--- src/rtl/uart_pkg.sv ---
// Shared UART definitions for the RX and TX paths: FSM states and frame constants.
package uart_pkg;

    typedef enum logic [2:0] {
        IDLE,
        START,
        DATA,
        STOP,
        WAIT_HIGH
    } uart_state_e;

    localparam int   FRAME_DATA_BITS = 8;
    localparam logic STOP_LEVEL      = 1'b1;

endpackage

--- src/rtl/uart_word_rx_if.sv ---
// Consumer-side bus of the word receiver: the assembled word, the ready handshake and the error pulses.
interface uart_word_rx_if #(
    parameter int DATA_WIDTH = 16
);
    logic [DATA_WIDTH-1:0] data_out;
    logic                  rdy;
    logic                  rdy_clr;
    logic                  overrun;
    logic                  frame_err;

    modport master (output data_out, output rdy, output overrun, output frame_err, input rdy_clr);
    modport slave  (input data_out, input rdy, input overrun, input frame_err, output rdy_clr);
endinterface

--- src/rtl/uart_sync2.sv ---
// Two-flop synchronizer for an asynchronous input pin; RESET_VAL is the pin's idle level.
module uart_sync2 #(
    parameter logic RESET_VAL = 1'b1
) (
    input  logic clk,
    input  logic rstn,
    input  logic d_i,
    output logic q_o
);
    logic meta_q;

    always_ff @(posedge clk or negedge rstn) begin
        if (!rstn) begin
            meta_q <= RESET_VAL;
            q_o    <= RESET_VAL;
        end else begin
            meta_q <= d_i;
            q_o    <= meta_q;
        end
    end
endmodule

--- src/rtl/uart_word_rx.sv ---
// Receives a 16-bit word as two oversampled UART frames, low byte first.
//   state     | meaning
//   IDLE      | line high, waiting for a start edge; runs the inter-byte timeout after a low byte
//   START     | checking the start bit at its centre (glitch filter)
//   DATA      | sampling 8 data bits at bit centres, LSB first
//   STOP      | sampling the stop bit
//   WAIT_HIGH | after a framing error, waiting for the line to return high
module uart_word_rx
    import uart_pkg::*;
#(
    parameter int DATA_WIDTH   = 16,
    parameter int OVERSAMPLE   = 16,
    parameter int WORD_TIMEOUT = 64
) (
    input  logic           clk,
    input  logic           rstn,
    input  logic           clken,
    input  logic           rx,
    uart_word_rx_if.master bus
);
    localparam int TW  = $clog2(OVERSAMPLE);
    localparam int TOW = $clog2(OVERSAMPLE * WORD_TIMEOUT);
    localparam logic [TW-1:0]  T_HALF  = TW'(OVERSAMPLE / 2 - 1);
    localparam logic [TW-1:0]  T_FULL  = TW'(OVERSAMPLE - 1);
    localparam logic [TOW-1:0] TO_LOAD = TOW'(OVERSAMPLE * WORD_TIMEOUT - 1);

    logic                       rx_s;
    uart_state_e                state_q, state_d;
    logic [TW-1:0]              tcnt_q, tcnt_d;
    logic [2:0]                 bcnt_q, bcnt_d;
    logic [FRAME_DATA_BITS-1:0] shift_q, shift_d;
    logic [FRAME_DATA_BITS-1:0] lo_q, lo_d;
    logic                       byte_idx_q, byte_idx_d;
    logic [TOW-1:0]             to_q, to_d;
    logic [DATA_WIDTH-1:0]      data_q, data_d;
    logic                       rdy_q, rdy_d;
    logic                       ovr_q, ovr_d;
    logic                       ferr_q, ferr_d;

    uart_sync2 #(.RESET_VAL(STOP_LEVEL)) u_sync (
        .clk  (clk),
        .rstn (rstn),
        .d_i  (rx),
        .q_o  (rx_s)
    );

    always_ff @(posedge clk or negedge rstn) begin
        if (!rstn) begin
            state_q    <= IDLE;
            tcnt_q     <= '0;
            bcnt_q     <= '0;
            shift_q    <= '0;
            lo_q       <= '0;
            byte_idx_q <= 1'b0;
            to_q       <= '0;
            data_q     <= '0;
            rdy_q      <= 1'b0;
            ovr_q      <= 1'b0;
            ferr_q     <= 1'b0;
        end else begin
            state_q    <= state_d;
            tcnt_q     <= tcnt_d;
            bcnt_q     <= bcnt_d;
            shift_q    <= shift_d;
            lo_q       <= lo_d;
            byte_idx_q <= byte_idx_d;
            to_q       <= to_d;
            data_q     <= data_d;
            rdy_q      <= rdy_d;
            ovr_q      <= ovr_d;
            ferr_q     <= ferr_d;
        end
    end

    always_comb begin
        state_d    = state_q;
        tcnt_d     = tcnt_q;
        bcnt_d     = bcnt_q;
        shift_d    = shift_q;
        lo_d       = lo_q;
        byte_idx_d = byte_idx_q;
        to_d       = to_q;
        data_d     = data_q;
        rdy_d      = rdy_q & ~bus.rdy_clr;
        ovr_d      = 1'b0;
        ferr_d     = 1'b0;
        if (clken) begin
            case (state_q)
                IDLE: begin
                    if (!rx_s) begin
                        state_d = START;
                        tcnt_d  = '0;
                    end else if (byte_idx_q) begin
                        // Down-counter loaded when the low byte lands; terminal count drops it.
                        if (to_q == '0) begin
                            ferr_d     = 1'b1;
                            byte_idx_d = 1'b0;
                        end else begin
                            to_d = to_q - TOW'(1);
                        end
                    end
                end
                START: begin
                    if (tcnt_q == T_HALF) begin
                        tcnt_d = '0;
                        if (!rx_s) begin
                            state_d = DATA;
                            bcnt_d  = '0;
                        end else begin
                            state_d = IDLE;
                        end
                    end else begin
                        tcnt_d = tcnt_q + TW'(1);
                    end
                end
                DATA: begin
                    if (tcnt_q == T_FULL) begin
                        tcnt_d  = '0;
                        shift_d = {rx_s, shift_q[FRAME_DATA_BITS-1:1]};
                        bcnt_d  = bcnt_q + 3'd1;
                        if (bcnt_q == 3'd7) state_d = STOP;
                    end else begin
                        tcnt_d = tcnt_q + TW'(1);
                    end
                end
                STOP: begin
                    if (tcnt_q == T_FULL) begin
                        tcnt_d = '0;
                        if (rx_s == STOP_LEVEL) begin
                            state_d = IDLE;
                            if (!byte_idx_q) begin
                                lo_d       = shift_q;
                                byte_idx_d = 1'b1;
                                to_d       = TO_LOAD;
                            end else begin
                                data_d     = {shift_q, lo_q};
                                rdy_d      = 1'b1;
                                // A simultaneous clear acknowledged the old word, so no overrun.
                                ovr_d      = rdy_q & ~bus.rdy_clr;
                                byte_idx_d = 1'b0;
                            end
                        end else begin
                            ferr_d     = 1'b1;
                            byte_idx_d = 1'b0;
                            state_d    = WAIT_HIGH;
                        end
                    end else begin
                        tcnt_d = tcnt_q + TW'(1);
                    end
                end
                WAIT_HIGH: begin
                    if (rx_s) state_d = IDLE;
                end
                default: state_d = IDLE;
            endcase
        end
    end

    assign bus.data_out  = data_q;
    assign bus.rdy       = rdy_q;
    assign bus.overrun   = ovr_q;
    assign bus.frame_err = ferr_q;
endmodule
--- src/flat_wrapper.sv ---
// flat-port wrapper written by rule: the top's interface ports become plain ports
module uart_word_rx_flat import uart_pkg::*;
#(
    parameter int DATA_WIDTH   = 16,
    parameter int OVERSAMPLE   = 16,
    parameter int WORD_TIMEOUT = 64
)
  (clk, rstn, clken, rx, bus_data_out, bus_rdy, bus_overrun, bus_frame_err, bus_rdy_clr);
  uart_word_rx_if #(.DATA_WIDTH(DATA_WIDTH)) bus_i ();
  input  logic clk;
  input  logic rstn;
  input  logic clken;
  input  logic rx;
  output wire logic [$bits(bus_i.data_out)-1:0] bus_data_out;
  output wire logic [$bits(bus_i.rdy)-1:0] bus_rdy;
  output wire logic [$bits(bus_i.overrun)-1:0] bus_overrun;
  output wire logic [$bits(bus_i.frame_err)-1:0] bus_frame_err;
  input wire logic [$bits(bus_i.rdy_clr)-1:0] bus_rdy_clr;
  assign bus_data_out = bus_i.data_out;
  assign bus_rdy = bus_i.rdy;
  assign bus_overrun = bus_i.overrun;
  assign bus_frame_err = bus_i.frame_err;
  assign bus_i.rdy_clr = bus_rdy_clr;
  uart_word_rx #(.DATA_WIDTH(DATA_WIDTH), .OVERSAMPLE(OVERSAMPLE), .WORD_TIMEOUT(WORD_TIMEOUT)) u_core (.clk(clk), .rstn(rstn), .clken(clken), .rx(rx), .bus(bus_i));
endmodule
--- config.mk ---
export PLATFORM = sky130hd
export DESIGN_NAME = uart_word_rx_flat
export DESIGN_NICKNAME = d
export VERILOG_FILES = /design/src/rtl/uart_pkg.sv /design/src/rtl/uart_word_rx_if.sv /design/src/rtl/uart_sync2.sv /design/src/rtl/uart_word_rx.sv /design/src/flat_wrapper.sv
export SDC_FILE = /design/constraint.sdc
export NUM_CORES = 1
export LEC_CHECK = 0
export ABC_AREA = 1
export CAP_MARGIN = 15
export CORE_UTILIZATION = 40
export DETAILED_ROUTE_END_ITERATION = 8
export PLACE_DENSITY = 0.71
export REMOVE_ABC_BUFFERS = 1
export SLEW_MARGIN = 20
export SYNTH_ARGS = -nofsm -noshare
export SYNTH_HDL_FRONTEND = slang
export SYNTH_SLANG_ARGS = --single-unit
--- constraint.sdc ---
create_clock -name clk -period 4.5 [get_ports clk]
set_input_delay 1.125 -clock clk [delete_from_list [all_inputs] [get_ports clk]]
set_output_delay 1.125 -clock clk [all_outputs]
set_load 0.005 [all_outputs]
==> impl.org <==
** Synth
- Summing every instance area after synthesis gives 2890 um^2.
- A synthesized cell averages between 8 and 9 um^2.
- Synthesis handed over a netlist of 357 instances.
- Yosys attributes the largest share of cell area to dfrtp_1 (48%), nand2_1 (11%), inv_1 (9.2%), nand3_1 (5.2%), nor2_1 (3.6%).
- The synthesized design devotes to its leading area cell type approximately 48% of total area.
- YS warnings :: 0
- Of all cell types, the one taking the most synthesized area is dfrtp_1.
- After synthesis, the netlist uses 29 different library cells.
- After synthesis the netlist holds a flip-flop and latch count of 58.
- Sequential elements use 50.3% of the synthesized area.

** Critical path
- Crit Path Class :: in2reg
- The worst register-to-register path ends at u_core.bus.data_out[4]$_DFFE_PN0P_.
- Worst reg2reg path startpoint :: u_core.tcnt_q[0]$_DFFE_PN0P_
- Capture point of the critical path :: u_core.bus.data_out[4]$_DFFE_PN0P_
- Measured in cells, the most critical reg-to-reg path has a length of 6.
- Maximum fanout encountered on the critical timing path :: 33
- In this run the register-to-register setup slack is ~2.6 ns.
- For the worst setup path, the data arrival time is 2.89 ns.
- The critical path starts at clken.
- Required time reported for the critical path endpoint :: 4.72 ns
- Type of element capturing the critical path :: flop
- Nature of the critical path startpoint :: input port

** STA
- The number of endpoints with negative hold slack in the final report came to 0.
- The worst path needs about 2.7 ns of the cycle, external delays included.
- In the post-route analysis, the smallest setup slack over all paths is around 1.8 ns.
- Of the available clock period, the critical path in the final layout requires around three fifths.
- Static timing analysis puts the maximum clock frequency at 374 MHz.
- After routing, the total negative slack on setup checks comes to 0 ns.
- Count of pins over their slew limit :: 0
- Worst-margin pin slew :: 0.866 ns
- Headroom to the max-slew limit came out at a little over two fifths.
- Between clock sinks in the finished design, the worst skew comes to roughly 0.011 ns.
- Number of endpoints failing setup at the final stage :: 0
- Setup repair after global routing left no endpoint under its margin.

** Outcome
- The run finished with clean final reports.

** CTS
- TritonCTS built the clock tree.
- The cell sitting at the root of the clock tree is a clkbuf_8.
- In this run, CTS created clock tree buffers numbering 9.
- In this run the number of H-tree levels came out at 3.
- Longest Clk Path Bufs :: 2
- Counting every sink on the clock net gives 58.
- Buffers inserted by post-CTS timing repair :: 0
- Clock-pin slew was measured on the worst setup and hold paths at approximately 0.06 ns.
- For this design, the CTS-stage hold fixing added 0 buffers.
- Clock latency on the worst-skew pair, taken at its later pin, is between 0.3 and 0.4 ns.
- Post-cts sizing count :: 0

** Die
- The initial utilization of the core area, before any placement, comes to a little over two fifths.
- # IOs :: 24
- Horizontal extent of the die :: ~87 um
- Measured along the y axis, the die boundary spans 87.0 um.
- In this run the core area contains 30 standard-cell rows.
- Area of the core :: approximately 7000 um^2
- Die Area :: approximately 7600 um^2

** Pwr
- Across the VDD grid, the largest voltage drop is ~0.00033 V.
- Power density cells :: 484 nW/um^2
- Summed over all cells, the static leakage comes to roughly 0.0017 uW.

** Place
- At the placement stage, the worst setup path has a slack of ~1.5 ns.
- Once placement finished, the instance area stood at between 3000 and 4000 um^2.
- Detailed placement HPWL :: between 3 and 4 mm
- Placer congestion estimate :: between 0.8 and 0.9
- Once placement completed, the tool counted placed cells totaling between 400 and 500.
- IO buf count :: 23

** Routing
- DR WL/cell :: between 10 and 15 um
- The detail route stage leaves a number of antenna-violating nets equal to 0.
- In the routed layout, each cell is associated on average with a via count of approximately 4.6.
- After the first detailed-routing iteration, the DRC count stood at slightly below 80.
- Final WL :: ~5.2 mm
- For this block, the via count after detailed routing is 2213.
- The first detailed-routing pass ran for 4 iterations.
- After detailed routing, the number of remaining DRC violations is 0.

** Hold path
- Worst min-delay path category :: reg2reg
- In this run the most critical hold path is launched from u_core.u_sync.meta_q$_DFF_PN1_.

** GRT
- Antenna violations before repair :: 0
- Via count of the first global-routing pass :: around 2100
- Wire length of the first global-routing pass :: 9.35 mm
- Pin count of the biggest net entering global routing :: 39
- In the global route stage, overall resource usage came out at about 16%.
- Final global-route overflow total :: 0

** Finish
- Post-route core utilization :: 49.3%
- Combined area of the multi-input logic cells :: 1110 um^2
- Most frequent standard cell in the layout excluding fill and tap cells :: nand2_1
- Once layout is done, the placed cells without fillers occupy around 3400 um^2.
- In the layout the commonest cells are nand2_1 (83), inv_1 (71), dfrtp_1 (56), nand3_1 (30), nor2_1 (28).
- Final cell count without fillers :: slightly below 500
- Fraction of layout instances using a drive strength above 1 :: 11.8%
- The number of antenna diodes in the final layout is 0.
- Compared with the post-synthesis result, the final layout area differs by 17.7%.
- Summing all flip-flop and latch instances after layout gives roughly 1500 um^2.
- For this run, the post-layout net count is 395.
- After filler insertion, the fill cell instance count of the layout stands at roughly 710.

** Run
- The tool flagged a number of max-cap violations equal to 0.
[cells in the mapped netlist]
| master | count |
|---|---|
| mux2i_1 | 1 |
| buf_2 | 5 |
| nor3_1 | 2 |
| nor3_4 | 1 |
| buf_6 | 2 |
| nand3b_1 | 1 |
| a21o_1 | 1 |
| or2_2 | 1 |
| nand2_1 | 83 |
| nand3_2 | 5 |
| inv_2 | 1 |
| nor2_1 | 28 |
| inv_1 | 71 |
| o21ai_1 | 18 |
| nand2_2 | 6 |
| clkinv_4 | 1 |
| xor2_1 | 1 |
| nor3_2 | 1 |
| nand3_1 | 30 |
| o21ai_0 | 11 |
| mux2_2 | 1 |
| ha_1 | 5 |
| a21oi_2 | 2 |
| nand2_4 | 2 |
| dfstp_2 | 2 |
| a21oi_1 | 13 |
| dfrtp_1 | 56 |
| nor2_4 | 4 |
| nor2_2 | 2 |
[critical path, stage by stage]
cell	delay, ns
clkdlybuf4s50_1	0.57
inv_1	0.13
nor3_2	0.18
nand3_2	0.48
o21ai_1	0.33
inv_1	0.07
[state kept, by name (all words and copies together) (netlist names), 3 cells and up]
name	count
u_core.shift_q	8
u_core.bcnt_q	3
u_core.bus.data_out	16
u_core.state_q	3
u_core.lo_q	8
u_core.to_q	10
u_core.tcnt_q	4
[cell families (layout without fill, tap and decap cells)]
logic type,after synthesis,in the layout,share of synthesized area (%)
flops,58,58,50.3
fa+ha+maj,5,5,2.16
mux,2,2,0.735
compound gates,45,45,8.13
simple gates,166,166,27.1
xor+xnor,1,1,0.303
buf+inv,80,112,11.3
[where the power goes]
group	internal, uW	switching [uW]	total (uW)
sequential	589	78.3	667
clock	305	200	505
combinational	163	312	475
total	1060	590	1650
[stage by stage]
stage | total power, uW | hold slack, ns
2_1_floorplan | 1040 | 0.345
3_3_place_gp | 1140 | 0.347
3_5_place_dp | 1150 | 0.347
4_1_cts | 1660 | 0.361
5_1_grt | 1780 | 0.366
6_report | 1650 | 0.359
[cell type report]
class	instances	share of cell area, %
repair buffers	24	6.84
multi-input cells	219	32.7
flip-flops and latches	58	42.7
clock buffers	9	3.64
clock inverters	6	2.43
well taps	96	3.53
inverters	73	8.20
[worst min-delay path by stage]
stage | to | slack, ns | cells past startpoint
floorplan | u_core.u_sync.q_o$_DFF_PN1_ | 0.35 | 0
global placement | u_core.u_sync.q_o$_DFF_PN1_ | 0.35 | 0
detailed placement | u_core.u_sync.q_o$_DFF_PN1_ | 0.35 | 0
CTS | u_core.u_sync.q_o$_DFF_PN1_ | 0.36 | 0
global route | u_core.u_sync.q_o$_DFF_PN1_ | 0.37 | 0
finish | u_core.u_sync.q_o$_DFF_PN1_ | 0.36 | 0
[per-layer routing]
layer	GRT usage, %	vias up	wire length [um]
met5	0	-	0
met4	5.91	0	65
met3	6.26	6	199
met2	26.9	37	2440
met1	19.8	1017	2480
li1	-	1153	-
(Power assumes the default switching activity.)
